### src/rtl/bram_sdp_pipelined.sv
// Simple dual-port block RAM with per-byte write enables, read enable with valid flag,
// selectable read-during-write behaviour and an optional second output register stage.
module bram_sdp_pipelined #(
   parameter int ADDR_WIDTH   = 3,
   parameter int DATA_WIDTH   = 32,
   parameter int BYTE_WIDTH   = 8,
   parameter int READ_LATENCY = 1,
   parameter int RDW_MODE     = 0
) (
   input  logic                             clk,
   input  logic                             reset_n,
   input  logic [DATA_WIDTH/BYTE_WIDTH-1:0] we,
   input  logic [ADDR_WIDTH-1:0]            addr_w,
   input  logic [DATA_WIDTH-1:0]            din,
   input  logic                             rd_en,
   input  logic [ADDR_WIDTH-1:0]            addr_r,
   output logic [DATA_WIDTH-1:0]            dout,
   output logic                             rd_valid
);

   localparam int NUM_BYTES = DATA_WIDTH / BYTE_WIDTH;
   localparam int DEPTH     = 1 << ADDR_WIDTH;

   generate
      if ((READ_LATENCY != 32'sd1) && (READ_LATENCY != 32'sd2)) begin : g_bad_latency
         $error("bram_sdp_pipelined: READ_LATENCY must be 1 or 2");
      end
      if ((DATA_WIDTH % BYTE_WIDTH) != 32'sd0) begin : g_bad_bytes
         $error("bram_sdp_pipelined: DATA_WIDTH must be a multiple of BYTE_WIDTH");
      end
   endgenerate

   // Replace the enabled bytes of old_word with the matching bytes of new_word.
   function automatic logic [DATA_WIDTH-1:0] merge_bytes(
      input logic [DATA_WIDTH-1:0] old_word,
      input logic [DATA_WIDTH-1:0] new_word,
      input logic [NUM_BYTES-1:0]  be
   );
      logic [DATA_WIDTH-1:0] merged;
      merged = old_word;
      for (int i = 32'sd0; i < NUM_BYTES; i++) begin
         if (be[i]) begin
            merged[i*BYTE_WIDTH +: BYTE_WIDTH] = new_word[i*BYTE_WIDTH +: BYTE_WIDTH];
         end
      end
      return merged;
   endfunction

   logic [DATA_WIDTH-1:0] mem_r [DEPTH];
   logic [NUM_BYTES-1:0]  wr_en_s;
   logic                  collide_s;
   logic [DATA_WIDTH-1:0] rd_word_s;
   logic [DATA_WIDTH-1:0] rd_data1_r;
   logic                  rd_valid1_r;

   // Write-enable gating: no byte lands in the array while reset is held.
   always_comb begin
      wr_en_s = {NUM_BYTES{1'b0}};
      if (reset_n) begin
         wr_en_s = we;
      end else begin
         wr_en_s = {NUM_BYTES{1'b0}};
      end
   end

   // Byte-granular array write; the array itself is never reset so it maps to block RAM.
   always_ff @(posedge clk) begin
      for (int i = 32'sd0; i < NUM_BYTES; i++) begin
         if (wr_en_s[i]) begin
            mem_r[addr_w][i*BYTE_WIDTH +: BYTE_WIDTH] <= din[i*BYTE_WIDTH +: BYTE_WIDTH];
         end
      end
   end

   assign collide_s = (addr_w == addr_r) && (|we);

   // Read word selection: write-first mode forwards the enabled bytes of a same-address write.
   always_comb begin
      rd_word_s = mem_r[addr_r];
      if ((RDW_MODE == 32'sd1) && collide_s) begin
         rd_word_s = merge_bytes(mem_r[addr_r], din, we);
      end else begin
         rd_word_s = mem_r[addr_r];
      end
   end

   // Stage-1 read register; data holds its value whenever no read is issued.
   always_ff @(posedge clk or negedge reset_n) begin
      if (!reset_n) begin
         rd_data1_r  <= {DATA_WIDTH{1'b0}};
         rd_valid1_r <= 1'b0;
      end else begin
         rd_valid1_r <= rd_en;
         if (rd_en) begin
            rd_data1_r <= rd_word_s;
         end
      end
   end

   generate
      if (READ_LATENCY == 32'sd2) begin : g_lat2
         logic [DATA_WIDTH-1:0] rd_data2_r;
         logic                  rd_valid2_r;

         // Stage-2 output register for timing closure; data only moves with a valid word.
         always_ff @(posedge clk or negedge reset_n) begin
            if (!reset_n) begin
               rd_data2_r  <= {DATA_WIDTH{1'b0}};
               rd_valid2_r <= 1'b0;
            end else begin
               rd_valid2_r <= rd_valid1_r;
               if (rd_valid1_r) begin
                  rd_data2_r <= rd_data1_r;
               end
            end
         end

         assign dout     = rd_data2_r;
         assign rd_valid = rd_valid2_r;
      end else begin : g_lat1
         assign dout     = rd_data1_r;
         assign rd_valid = rd_valid1_r;
      end
   endgenerate

endmodule
### config.mk
export PLATFORM = sky130hd
export DESIGN_NAME = bram_sdp_pipelined
export DESIGN_NICKNAME = d
export VERILOG_FILES = /design/src/rtl/bram_sdp_pipelined.sv
export SDC_FILE = /design/constraint.sdc
export NUM_CORES = 1
export LEC_CHECK = 0
export CAP_MARGIN = 20
export CORE_MARGIN = 8
export CORE_UTILIZATION = 49
export CTS_CLUSTER_SIZE = 14
export DETAILED_ROUTE_END_ITERATION = 6
export PLACE_DENSITY_LB_ADDON = 0.3
export SETUP_SLACK_MARGIN = 0.02
export SYNTH_ARGS = -nofsm -noshare
export SYNTH_HDL_FRONTEND = slang
export SYNTH_SLANG_ARGS = --single-unit
### constraint.sdc
create_clock -name clk -period 2.7 [get_ports clk]
set_clock_uncertainty 0.2 [all_clocks]
set_input_delay 0.675 -clock clk [delete_from_list [all_inputs] [get_ports clk]]
set_output_delay 0.675 -clock clk [all_outputs]
set_load 0.005 [all_outputs]
# Word-level counts from Yosys, hierarchy flattened
# Memories as Yosys holds them, arrays and structs flattened. A register that Yosys moved wholly into a read port is not among the register bits.
# Cells that the tools add are included.
word_totals:
  reg_bits: 1
  ramBits: 256
  inputBits: 45
  output_inout_bits: 33
  elab_cells: 12
  mem_count: 1
mem_list:
  columns: ["name", "words", "word_bits", "rd", "rd_ports_with_merged_regs", "wr", "line_no", "rtl"]
  rows:
  - ["mem_r", 8, 32, 1, 1, 1, "49", "logic [DATA_WIDTH-1:0] mem_r [DEPTH];"]
op_classes:
  n_mux: 9
  n_reduce_logical: 1
op_table:
  columns: ["operator", "n"]
  rows:
  - ["2-to-1 mux 1 bit", 8]
  - ["2-to-1 mux 4 bit", 1]
  - ["logical NOT 1 bit", 1]

# Longest topological paths before layout
depth:
  word_depth: 3
  mapped_depth: 6
  mapped_depth_nobuf: 3

# Worst setup path before layout
# No wires, ideal clock.
synth_timing:
  path_type: "input port to flip-flop"
  startpoint: "in addr_w[0]"
  endpoint: "mem mem_r[2][10] (enable)"
  setup_ns: 0.370
  arrival_time_ns: 1.483
  required_ns: 2.130
  setup_slack_ns: 0.646
  cell_stages: 2
  n_path_buf: 0
  path_cell_list: "or3b_1 > nor2_1"
synth_lines:
  columns: ["item", "line_no", "rtl"]
  rows:
  - ["start, declared", "13", "input logic [ADDR_WIDTH-1:0] addr_w,"]
  - ["end, declared", "49", null]
# Straight into the memory's write port.

# Final worst setup path
layout_timing:
  startpoint: "reg rd_data1_r[28] (netlist: dout[28]), read port of mem_r"
  endpoint: "out dout[28]"
layout_lines:
  columns: ["item", "line_no", "rtl"]
  rows:
  - ["start, declared", "53", "logic [DATA_WIDTH-1:0] rd_data1_r;"]
  - ["end, declared", "17", "output logic [DATA_WIDTH-1:0] dout,"]
# No word-level cell between the ends.

==> impl_metrics.yaml <==
outcome:
  status: "completed"
setup_path:
  worst-setup-path-type: "reg -> out"
  end_kind: "output port"
  cp_num_buf_inv: 1
  worst-endpoint-required_ns: 1.82
  cpMaxStageDelayCell: "clkdlybuf4s50_1"
  cp-startpoint: "dout[28]$_DFFE_PN0P_"
  rr_startpoint: "mem_r[4][23]$_DFFE_PP_"
  cpPeakStageDelay_ns: 0.52
  ff2ff_setup_slack_ns: 1.41
  start_kind: "flop"
  critPathMaxFanout: 2
  cp.arrival_ns: 1.44
  crit_path_cell_trace: "clkdlybuf4s50_1"
  cpLargestDelayFamily: "buffers and inverters"
finish:
  nets: 834
  final_core_util: 0.5979
  layout_commonest_cell: "edfxtp_1"
  num_antenna_cells: 0
  drive_gt1_frac: 0.1392
  syn_to_final_growth_pct: 21.54
  final_cell_mix: "edfxtp_1 (256), mux2i_1 (96), clkdlybuf4s50_1 (74)"
power:
  leakagePower_nw: 5.065
  pwr-share-clk: 0.438
  vdd_drop_max_mv: 0.4566
  p_per_area_mw_per_mm2: 741.1
  power_frac_seq: 0.493
  p_int_mw: 8.246
  power.net_switching_mw: 2.030
  power_frac_comb: 0.069
  p_sw_frac: 0.1975
detailed_routing:
  antenna_left: 0
  drtIter0Drc: 445
  drc_errors: 0
  avgViaCountPerCell: 5.535
  wirelength_mm: 23.98
  dr.pass1.iters: 7
  dr_total_vias: 6260
  wire_per_inst_um: 21.20
timing:
  rsz0062_at_grt: "false"
  min_period_over_period: 0.8560
  setup_tns_ns: 0
  max_freq_mhz: 432.7
  hold_viol_final: 0
  worst_pin_slew_ns: 0.6590
  setup_violations: 0
  finalMaxSlewViolations: 0
  slew_headroom: 0.5607
  fin_crit_ns: 2.311
die:
  dieHeight_um: 168.6
  core_region_area_mm2: 0.02319
  start_util: 0.4919
  die-area_mm2: 0.02842
  fp-row-count: 56
  ios: 78
  chipWidth_um: 168.6
synth:
  synth_top_area_cell: "edfxtp_1"
  synth_area_leaders: "edfxtp_1 (67%), mux2i_1 (8.4%), dfrtp_1 (7.2%), nor2b_1 (3.6%), a41o_1 (2.8%)"
  syn_avg_cell_area_um2: 17.08
  syn_area_mm2: 0.01141
  synth_seq_area_share: 0.7462
  synthCells: 668
  ys_ff_latch: 289
  synth_nets: 713
  synth_warnings: 0
  ys_types: 19
  synth_top_area_share: 0.6738
global_routing:
  antenna_found_initial: 0
  first_global_vias: 6422
  grtUsageTotal: 0.1680
  grt_pass1_wl_mm: 36.89
  grt_max_degree: 66
  grt_overflow: 0
worst_hold_path:
  min_path_type: "in -> reg"
  min_from: "rd_en"
clocking:
  cts_tree: "built"
  cts-resized-gates: 0
  clk_path_buf_depth: 3
  clock-sinks: 289
  cts-root-buf: "clkbuf_16"
  cts-htree-levels: 1
  worstSkewPairLatency_ns: 0.54
  cts_buffers: 30
  cts_hold_buf: 1
  clk_pin_slew_worst_paths_ns: 0.06
  cts_setup_buffers: 0
flow_run:
  drv_cap: 0
placed_design:
  dp_hpwl_mm: 15.27
  numPortBuffers: 77
  gp_congestion: 0.7382
-- Yosys cell counts --
master	count
nor2b_1	65
nand2_1	5
buf_4	4
a22oi_1	32
nor2_1	34
buf_2	12
or3_1	1
a41o_1	32
nand3b_1	3
a211o_1	32
edfxtp_1	256
dfrtp_1	33
nand2b_4	1
clkbuf_1	11
mux2i_1	96
or3b_1	2
buf_8	1
buf_6	15
nand3_1	33
-- stage by stage --
stage / area [um^2] / std cells / hold slack (ns) / total power, mW / setup WS [ns]
finish: 13870 / 1131 / 0.3400 / 10.28 / 0.3889
CTS: 13870 / 1131 / 0.3309 / 10.36 / 0.3656
global placement: 12740 / 1075 / 0.3844 / 5.835 / 0.06119
global route: 13870 / 1131 / 0.3393 / 10.60 / 0.3405
floorplan: 11410 / 668 / 0.1794 / 5.488 / 0.6464
detailed placement: 12740 / 1075 / 0.3829 / 5.866 / 0.01058
-- state kept, by name (all words and copies together) (netlist names) --
| register | flops |
|---|---|
| mem_r | 256 |
| dout | 32 |
| rd_valid | 1 |
-- worst paths after layout --
path,endpoint,cells after the start
max,dout[28],1
min reg2reg,dout[2]$_DFFE_PN0P_,2
min,rd_valid$_DFF_PN0_,2
min in group asynchronous,dout[1]$_DFFE_PN0P_,2
max reg2reg,dout[23]$_DFFE_PN0P_,3
max in group asynchronous,dout[11]$_DFFE_PN0P_,3
-- logic make-up after synthesis --
kind of cell           Yosys count  share of synthesized area
AO/OA/AOI/OAI                   96                    0.07370
buffers and inverters           43                    0.02764
multiplexers                    96                    0.08423
flip-flops                     289                     0.7462
AND/OR/NAND/NOR                144                    0.06822
-- power groups by stage --
stage / combinational (mW) / clock [mW] / sequential (mW)
final: 0.709 / 4.50 / 5.06
after global routing: 0.766 / 4.76 / 5.07
after CTS: 0.718 / 4.57 / 5.06
after detailed placement: 0.712 / 0 / 5.15
after global placement: 0.686 / 0 / 5.15
after floorplan: 0.343 / 0 / 5.14
-- layout make-up --
class                           count  area (um^2)
Tap cell                          319        399.1
Clock buffer                       37        848.3
Timing Repair Buffer              132         1252
Fill cell                        1685         9326
Sequential cell                   289         8513
Multi-Input combinational cell    336         2585
Clock inverter                     18        267.8
-- layer usage --
layer  part of all wire  track usage  wire length, um
met1               0.44       0.2192            10510
met2               0.49       0.2887            11780
met3              0.047      0.02772             1122
met4              0.023      0.04348              557
met5                  0            0                0
Power figures use the tool's default switching activity.
